==> config.mk <==
export PLATFORM = sky130hd
export DESIGN_NAME = fifo_wr_arbiter_flat
export DESIGN_NICKNAME = d
export VERILOG_FILES = /design/src/rtl/fifo_wr_arbiter_if.sv /design/src/rtl/fifo_wr_arbiter.sv /design/src/flat_wrapper.sv
export SDC_FILE = /design/constraint.sdc
export NUM_CORES = 1
export LEC_CHECK = 0
export CAP_MARGIN = 15
export CORE_ASPECT_RATIO = 0.9
export CORE_MARGIN = 10
export CORE_UTILIZATION = 40
export DETAILED_ROUTE_END_ITERATION = 10
export PLACE_DENSITY = 0.69
export SLEW_MARGIN = 40
export SYNTH_ARGS = -nofsm -noshare
export SYNTH_HDL_FRONTEND = slang
export SYNTH_SLANG_ARGS = --single-unit
==> constraint.sdc <==
create_clock -name clk -period 2.2 [get_ports clk]
set_input_delay 0.22 -clock clk [delete_from_list [all_inputs] [get_ports clk]]
set_output_delay 0.22 -clock clk [all_outputs]
set_load 0.01 [all_outputs]
==> src/rtl/fifo_wr_arbiter_if.sv <==
// Write-side bus between producers, the round-robin arbiter and the bit-serial FIFO.
// The master modport is the arbiter's view; the slave modport is the producers' and FIFO's view.
interface fifo_wr_arbiter_if #(
  parameter int unsigned NUM_REQ = 4,
  parameter int unsigned DATA_W  = 1
);
  logic [NUM_REQ-1:0]        req_valid;
  logic [NUM_REQ*DATA_W-1:0] req_data;
  logic [NUM_REQ-1:0]        req_ready;
  logic                      fifo_wr_en;
  logic [DATA_W-1:0]         fifo_din;
  logic                      fifo_rd_done;

  modport master (
    input  req_valid, req_data, fifo_rd_done,
    output req_ready, fifo_wr_en, fifo_din
  );

  modport slave (
    output req_valid, req_data, fifo_rd_done,
    input  req_ready, fifo_wr_en, fifo_din
  );
endinterface

==> src/rtl/fifo_wr_arbiter.sv <==
// Round-robin, burst-limited arbiter sharing one FIFO write port among NUM_REQ producers.
// Free space is tracked with a local credit counter, so the FIFO full flag is not needed.
module fifo_wr_arbiter #(
  parameter int unsigned NUM_REQ   = 4,
  parameter int unsigned DATA_W    = 1,
  parameter int unsigned DEPTH     = 8,
  parameter int unsigned MAX_BURST = 4,
  localparam int unsigned CW = $clog2(DEPTH + 1),
  localparam int unsigned GW = $clog2(NUM_REQ)
) (
  input  logic                  clk,
  input  logic                  rst,
  fifo_wr_arbiter_if.master     bus,
  output logic [CW-1:0]         credits,
  output logic [GW-1:0]         grant_id,
  output logic                  busy,
  output logic                  overflow_err
);

  localparam int unsigned BW = $clog2(MAX_BURST + 1);

  typedef enum logic {S_IDLE, S_BURST} state_t;

  state_t            r_state, w_state_nxt;
  logic [CW-1:0]     r_credits, w_credits_nxt;
  logic [GW-1:0]     r_grant, w_grant_nxt;
  logic [GW-1:0]     r_rr_ptr, w_rr_ptr_nxt;
  logic [GW-1:0]     w_winner, w_idx;
  logic              w_found;
  logic [BW-1:0]     r_burst_cnt, w_burst_cnt_nxt;
  logic              r_wr_en;
  logic [DATA_W-1:0] r_din;
  logic              r_ovf;
  logic              w_can_write, w_xfer, w_rd_eff;

  // Ready depends only on registered state, never on req_valid.
  assign w_can_write = (r_state == S_BURST) && (r_credits != '0);
  assign w_xfer      = w_can_write && bus.req_valid[r_grant];
  assign w_rd_eff    = bus.fifo_rd_done && (r_credits != CW'(DEPTH));

  always_comb begin
    w_credits_nxt = r_credits;
    case ({w_xfer, w_rd_eff})
      2'b10:   w_credits_nxt = r_credits - CW'(1);
      2'b01:   w_credits_nxt = r_credits + CW'(1);
      default: w_credits_nxt = r_credits;
    endcase
  end

  // First valid producer searching upward from the one after the last winner.
  always_comb begin
    w_winner = '0;
    w_found  = 1'b0;
    w_idx    = '0;
    for (int unsigned k = 1; k <= NUM_REQ; k++) begin
      w_idx = GW'((32'(r_rr_ptr) + k) % NUM_REQ);
      if (!w_found && bus.req_valid[w_idx]) begin
        w_found  = 1'b1;
        w_winner = w_idx;
      end
    end
  end

  always_comb begin
    w_state_nxt     = r_state;
    w_grant_nxt     = r_grant;
    w_rr_ptr_nxt    = r_rr_ptr;
    w_burst_cnt_nxt = r_burst_cnt;
    case (r_state)
      S_IDLE: begin
        if (w_found && (r_credits != '0)) begin
          w_state_nxt     = S_BURST;
          w_grant_nxt     = w_winner;
          w_rr_ptr_nxt    = w_winner;
          w_burst_cnt_nxt = '0;
        end
      end
      S_BURST: begin
        if (w_xfer) w_burst_cnt_nxt = r_burst_cnt + BW'(1);
        if ((w_xfer && (r_burst_cnt == BW'(MAX_BURST - 1))) ||
            !bus.req_valid[r_grant] || (w_credits_nxt == '0))
          w_state_nxt = S_IDLE;
      end
      default: w_state_nxt = S_IDLE;
    endcase
  end

  always_ff @(posedge clk or posedge rst) begin
    if (rst) begin
      r_state     <= S_IDLE;
      r_credits   <= CW'(DEPTH);
      r_grant     <= '0;
      r_rr_ptr    <= GW'(NUM_REQ - 1);
      r_burst_cnt <= '0;
      r_wr_en     <= 1'b0;
      r_din       <= '0;
      r_ovf       <= 1'b0;
    end else begin
      r_state     <= w_state_nxt;
      r_credits   <= w_credits_nxt;
      r_grant     <= w_grant_nxt;
      r_rr_ptr    <= w_rr_ptr_nxt;
      r_burst_cnt <= w_burst_cnt_nxt;
      r_wr_en     <= w_xfer;
      if (w_xfer) r_din <= bus.req_data[32'(r_grant) * DATA_W +: DATA_W];
      if (bus.fifo_rd_done && (r_credits == CW'(DEPTH))) r_ovf <= 1'b1;
    end
  end

  always_comb begin
    bus.req_ready = '0;
    if (w_can_write) bus.req_ready[r_grant] = 1'b1;
  end

  assign bus.fifo_wr_en = r_wr_en;
  assign bus.fifo_din   = r_din;
  assign credits        = r_credits;
  assign grant_id       = r_grant;
  assign busy           = (r_state == S_BURST);
  assign overflow_err   = r_ovf;

endmodule

==> src/flat_wrapper.sv <==
// flat-port wrapper written by rule: the top's interface ports become plain ports
module fifo_wr_arbiter_flat 
#(
  parameter int unsigned NUM_REQ   = 4,
  parameter int unsigned DATA_W    = 1,
  parameter int unsigned DEPTH     = 8,
  parameter int unsigned MAX_BURST = 4,
  localparam int unsigned CW = $clog2(DEPTH + 1),
  localparam int unsigned GW = $clog2(NUM_REQ)
)
  (clk, rst, credits, grant_id, busy, overflow_err, bus_req_valid, bus_req_data, bus_fifo_rd_done, bus_req_ready, bus_fifo_wr_en, bus_fifo_din);
  fifo_wr_arbiter_if #(.NUM_REQ(NUM_REQ), .DATA_W(DATA_W)) bus_i ();
  input  logic clk;
  input  logic rst;
  output logic [CW-1:0] credits;
  output logic [GW-1:0] grant_id;
  output logic busy;
  output logic overflow_err;
  input wire logic [$bits(bus_i.req_valid)-1:0] bus_req_valid;
  input wire logic [$bits(bus_i.req_data)-1:0] bus_req_data;
  input wire logic [$bits(bus_i.fifo_rd_done)-1:0] bus_fifo_rd_done;
  output wire logic [$bits(bus_i.req_ready)-1:0] bus_req_ready;
  output wire logic [$bits(bus_i.fifo_wr_en)-1:0] bus_fifo_wr_en;
  output wire logic [$bits(bus_i.fifo_din)-1:0] bus_fifo_din;
  assign bus_i.req_valid = bus_req_valid;
  assign bus_i.req_data = bus_req_data;
  assign bus_i.fifo_rd_done = bus_fifo_rd_done;
  assign bus_req_ready = bus_i.req_ready;
  assign bus_fifo_wr_en = bus_i.fifo_wr_en;
  assign bus_fifo_din = bus_i.fifo_din;
  fifo_wr_arbiter #(.NUM_REQ(NUM_REQ), .DATA_W(DATA_W), .DEPTH(DEPTH), .MAX_BURST(MAX_BURST)) u_core (.clk(clk), .rst(rst), .bus(bus_i), .credits(credits), .grant_id(grant_id), .busy(busy), .overflow_err(overflow_err));
endmodule
# After elaboration in Yosys (flattened, before gate mapping)
# Index checks and enable logic that the tools add are counted.
[totals]
regBits = 15
in_bits = 11
out_inout_bits = 14
wordCells = 78
[classes]
addsub = 7
order_cmp = 6
n_eq_ne = 7
n_shift = 1
n_mux = 28
n_bitwise = 1
n_reduce_logical = 20
[op_table]
columns = ["op", "n"]
rows = [
  ["$lt 2x3->1 const B", 5],
  ["$mux 1", 12],
  ["$bmux 1 s2", 5],
  ["$logic_and 1x1->1", 10],
  ["$mux 2", 4],
  ["$pmux 4 s2", 1],
  ["$mux 3", 2],
  ["$pmux 3 s2", 1],
  ["$add 2x1->2 const B", 2],
  ["$add 2x2->2 const B", 2],
  ["$add 4x1->4 const B", 1],
  ["$eq 4x4->1 const B", 1],
  ["$logic_not 1->1", 4],
  ["$logic_not 4->1", 1],
  ["$mux 4", 1],
  ["$ne 4x4->1 const B", 1],
  ["$reduce_and 2->1", 2],
  ["$reduce_bool 4->1", 1],
  ["$shiftx 4x3->1", 1],
  ["$sub 4x1->4 const B", 1],
  ["$add 3x1->3 const B", 1],
  ["$eq 3x2->1 const B", 1],
  ["$demux 1 s2", 1],
  ["$eq 2x1->1 const B", 1],
  ["other kinds (7)", 8],
]

# Longest topological paths before layout
[depth]
depth_word = 16
mapped_depth = 12
mapped_depth_nobuf = 11

# Worst setup path after synthesis
# Ideal clock, no wire load.
[synth_path]
path_type = "reg2reg"
from = "reg u_core.r_credits[0] (netlist: u_core.credits[0])"
to = "reg u_core.r_state (netlist: u_core.busy)"
setup_time_ps = 68
arrival_ps = 2440
required_time_ps = 2132
setup_slack_ps = -309
stages_incl_launch_ff = 12
path_buffers = 0
synth_period_minus_slack_ps = 2509
cell_sequence = "dfrtp_1 nor3_4 nand2b_2 nand2_1 ha_1 inv_1 ha_1 nand3_1 a211oi_1 a31oi_1 or3b_1 nand3_1"
[synth_between]
elab_chain_cells = 9
elab_cells_between_ends = 18
cone_classes = "2 x add/sub; 3 x eq/ne; 4 x mux; 9 x reduce/logical"
[synth_rtl]
columns = ["element", "line", "source"]
rows = [
  ["start: declaration", "fifo_wr_arbiter.sv:25", "logic [CW-1:0] r_credits, w_credits_nxt;"],
  ["start signal: assignment", "fifo_wr_arbiter.sv:91", "r_credits <= CW'(DEPTH);"],
  ["start signal: assignment", "fifo_wr_arbiter.sv:100", "r_credits <= w_credits_nxt;"],
  ["$reduce_bool 4->1", "fifo_wr_arbiter.sv:37, fifo_wr_arbiter.sv:71", ""],
  ["$logic_and 1x1->1", "fifo_wr_arbiter.sv:37", "assign w_can_write = (r_state == S_BURST) && (r_credits != '0);"],
  ["$logic_and 1x1->1", "fifo_wr_arbiter.sv:38", "assign w_xfer = w_can_write && bus.req_valid[r_grant];"],
  ["$eq 2x1->1 / $eq 2x2->1 (equally long branches)", "fifo_wr_arbiter.sv:43", "case ({w_xfer, w_rd_eff})"],
  ["$pmux 4 s2", "fifo_wr_arbiter.sv:43", ""],
  ["$logic_not 4->1", "fifo_wr_arbiter.sv:81", "!bus.req_valid[r_grant] || (w_credits_nxt == '0))"],
  ["$logic_or 1x1->1", "fifo_wr_arbiter.sv:81", ""],
  ["$mux 1", "fifo_wr_arbiter.sv:80", "if ((w_xfer && (r_burst_cnt == BW'(MAX_BURST - 1))) ||"],
  ["$pmux 1 s2 *", "fifo_wr_arbiter.sv:69", "case (r_state)"],
  ["via u_core.w_state_nxt", "fifo_wr_arbiter.sv:24", "state_t r_state, w_state_nxt;"],
  ["end signal: assignment", "fifo_wr_arbiter.sv:99", "r_state <= w_state_nxt;"],
  ["end: declaration", "fifo_wr_arbiter.sv:24", ""],
]
# Mark *: on every way through the listed nets, which the timed path passes. The rest lies on a longest branch.
# A chain may end at the register's enable or synchronous reset.

# Worst setup path after layout
[layout_path]
from = "reg u_core.r_credits[1] (netlist: u_core.credits[1])"
to = "reg u_core.r_state (netlist: u_core.busy)"
# The elaborated chain is that of the path after synthesis.

==> reports/qor.csv <==
stage;metric;value;unit
cells_and_area;count of antenna diodes in the layout;0;
die;Core Region;2400;µm²
power_and_ir_drop;net switching share of the total power;40.3;%
setup_path;arrival time of data at the critical path endpoint;2620;ps
placement;number of port buffers;24;
power_and_ir_drop;Cell Pwr Density;1620;nW/µm²
synthesis;Post-synth EDFFs;0;
power_and_ir_drop;sequential fraction of design power;23.6;%
setup_path;destination of the worst register-to-register timing path;u_core.busy;
synthesis;mean post-synth cell area;9.84;µm²
cells_and_area;most common cell after layout, fill and taps aside;buf_4;
clocking;latest clock arrival within the worst-skew pair;280;ps
sta;f_max;0.417;GHz
die;Chip Width;72.5;µm
power_and_ir_drop;internal power;1.46;mW
power_and_ir_drop;Final Power;2.45;mW
clocking;Bufs on Longest Clock Path;2;
power_and_ir_drop;maximum vdd drop;1.15;mV
clocking;# clock sinks;15;
setup_path;slack of the worst reg-to-reg path;-200;ps
setup_path;critical path's slowest cell;dfrtp_2;
global_routing;met2 GRT Util;18.3;%
synthesis;main flop type after synthesis;dfrtp_1;
synthesis;share of flip-flops with an asynchronous set or reset after synthesis;100;%
clocking;Inserted Clock Buffers;3;
sta;number of hold violations in the final report;0;
detailed_routing;sum of routed wire length over all layers;2.54;mm
setup_path;critical path capture point type;flop;
global_routing;remaining global-route overflow;0;
die;initial core utilization;41.3;%
detailed_routing;DRT Pass-1 Iters;4;
placement;Setup Slack @ Placement;-345;ps
synthesis;sequential-to-total area share from yosys stat;38.2;%
sta;final slew viol count;0;
setup_path;data required time of the worst path;2420;ps
setup_path;Critical R2R Launch;u_core.credits[1];
synthesis;number of unique standard cell types used by synthesis;39;
sta;Worst-Margin Slew;584;ps
sta;fraction of the cycle the final worst path needs;109;%
flow_run;reported max-cap violation count;0;
power_and_ir_drop;Sw Pwr;0.987;mW
cells_and_area;number of standard cells in the final layout excluding fillers;177;
sta;Setup Total Neg Slack;-362;ps
setup_path;cell-by-cell listing of the critical path;nor3_4, nand2b_2, nand2_2, ha_4, inv_6, ha_4, a21oi_1, a211oi_2, a31oi_1, buf_4, nand3_1, nand3_1;
synthesis;synthesized instance count;101;
clocking;number of levels the H-tree was split into;1;
placement;HPWL reported at the end of detailed placement;1.91;mm
sta;final worst clock skew;3.88;ps
global_routing;most used routing layer in global routing;met2;
detailed_routing;number of violations reported at the end of detailed-routing iteration 0;57;
synthesis;number of warning messages in the yosys log;0;
clocking;CTS Hold Bufs;0;
global_routing;vias in the first global route;969;
synthesis;area of the mapped netlist;993;µm²
setup_path;logic depth of the worst register-to-register path;12;
setup_path;peak fanout along the critical path;4;
global_routing;maximum number of pins on one net before global-route repair;16;
cells_and_area;number of nets in the layout;167;
power_and_ir_drop;static leakage;0.664;nW
global_routing;Global Route met1 Usage;13.6;%
hold_path;min-delay worst type;input pin to asynchronous set/reset pin;
cells_and_area;fraction of final layout cells with drive strength greater than 1;34.2;%
sta;relative slew slack;61.1;%
run_status;violations in the final reports;setup timing;
cells_and_area;area growth from synthesis to layout;52.5;%
global_routing;Total GRT Usage;11.2;%
synthesis;register bit count reported by yosys;15;
cells_and_area;most used cells in the layout excluding fill and tap cells;buf_4 (23), clkdlybuf4s50_1 (20), nand2_1 (9), dfrtp_1 (9), o21ai_0 (8);
run_status;status;finished, violations left;
power_and_ir_drop;combinational fraction of design power;70.0;%
detailed_routing;vias post-DR;938;
die;area of the die;4880;µm²
detailed_routing;DR WL/cell;14.3;µm
detailed_routing;post-route DRC violation count;0;
global_routing;antenna violations before repair;0;
sta;crit path time final;2400;ps
power_and_ir_drop;power share of the clock group;6.4;%
setup_path;crit-path leading delay family;simple AND/OR/NAND/NOR gates;
die;io pins;25;
global_routing;first-pass GRT wire length;4.53;mm
placement;Placed Cells;166;
die;vertical extent of the die;67.3;µm
synthesis;post-synth net total;118;
sta;unrepaired setup endpoints after global routing;true;
setup_path;launching element type of the critical path;flop;
setup_path;count of buffering cells on the critical path with inverters included;2;
global_routing;met3 track demand over resource in global routing;4.69;%
sta;min setup slack post-route;-198;ps
placement;final estimated routing congestion in global placement;0.823;
setup_path;largest stage delay on the critical path;430;ps
die;std cell rows;17;
detailed_routing;via density per instance;5.30;
sta;Setup-failing EPs final;2;
detailed_routing;number of nets still failing antenna checks after routing;0;
clocking;TritonCTS clock tree;yes;
setup_path;type of the worst setup path;flop to flop;
sta;Hold Worst Slack;290;ps
clocking;clock edge transition at the registers on the reported setup and hold paths;90;ps
clocking;Root Buffer Master;clkbuf_4;
power groups by stage:
stage | logic [mW] | clock network [mW] | registers [mW]
after floorplan | 0.822 | 0 | 0.632
after detailed placement | 1.50 | 0 | 0.580
after global routing | 1.89 | 0.173 | 0.605
after CTS | 1.65 | 0.163 | 0.575
final | 1.71 | 0.156 | 0.577
after global placement | 1.45 | 0 | 0.573
state kept, by name, indices dropped and copies added, names as in the netlist:
name                   flops
u_core.bus.fifo_din        1
u_core.bus.fifo_wr_en      1
u_core.busy                1
u_core.credits             4
u_core.grant_id            2
u_core.overflow_err        1
u_core.r_burst_cnt         3
u_core.r_rr_ptr            2
metrics by stage:
step	utilization [%]	area [µm²]
final	63.0	1520
after global routing	63.0	1520
after CTS	61.9	1490
after detailed placement	57.9	1390
after global placement	57.9	1390
after floorplan	-	1020
cells in the mapped netlist, drive strengths merged, types with 3 or more instances:
master	instances	area [µm²]
o22ai	3	18.8
nor2	3	11.3
a21oi	5	28.8
ha	5	62.6
nand2	10	37.5
inv	6	22.5
o21ai	8	40.0
nor3	4	31.3
nand2b	5	41.3
nand3	6	30.0
mux2	3	33.8
dfstp	3	78.8
dfrtp	12	300
what timing repair did:
action | in CTS | in global routing
setup endpoints to repair | 5 | 3
gates cloned | 0 | 0
gates resized for setup | 10 | 4
setup buffers | 5 | 2
pin swaps | 8 | 6
per-layer routing:
metal  vias to the layer above  part of all wire, %
li1                        460                    -
met1                       453                   43
met2                        21                   48
met3                         4                  7.6
met4                         0                 0.95
met5                         -                    0
worst max-delay path by stage:
| stage | start | to | slack [ps] | cells after the start |
|---|---|---|---|---|
| 2_1_floorplan | u_core.grant_id[1] | u_core.busy | -130 | 12 |
| 3_3_place_gp | bus_fifo_rd_done | u_core.busy | -250 | 10 |
| 3_5_place_dp | bus_fifo_rd_done | u_core.busy | -340 | 10 |
| 4_1_cts | u_core.grant_id[1] | u_core.busy | -100 | 11 |
| 5_1_grt | u_core.grant_id[1] | u_core.busy | -320 | 12 |
| 6_report | u_core.credits[1] | u_core.busy | -200 | 12 |
cells by family (layout without fill, tap and decap cells):
group,count (synthesis),in the layout,synth area share [%]
xor+xnor,3,3,2.65
compound gates,25,25,16.0
buf+inv,9,57,4.91
fa+ha+maj,6,6,8.31
mux,6,6,8.06
simple gates,37,37,21.9
flops,15,15,38.2
worst register-to-register path, delay by kind of cell (launching register included):
kind / cells / cell delay (ps)
simple gates: 5 / 640
compound gates: 3 / 640
flops: 1 / 430
fa+ha+maj: 2 / 420
buf+inv: 2 / 220
final cells by class:
class | count | area [µm²]
flip-flops and latches | 15 | 383
multi-input cells | 77 | 631
repair buffers | 47 | 412
inverters | 6 | 27.5
well taps | 28 | 35.0
clock buffers | 3 | 22.5
fillers | 190 | 888
clock inverters | 1 | 5.00
(Power assumes the default switching activity.)
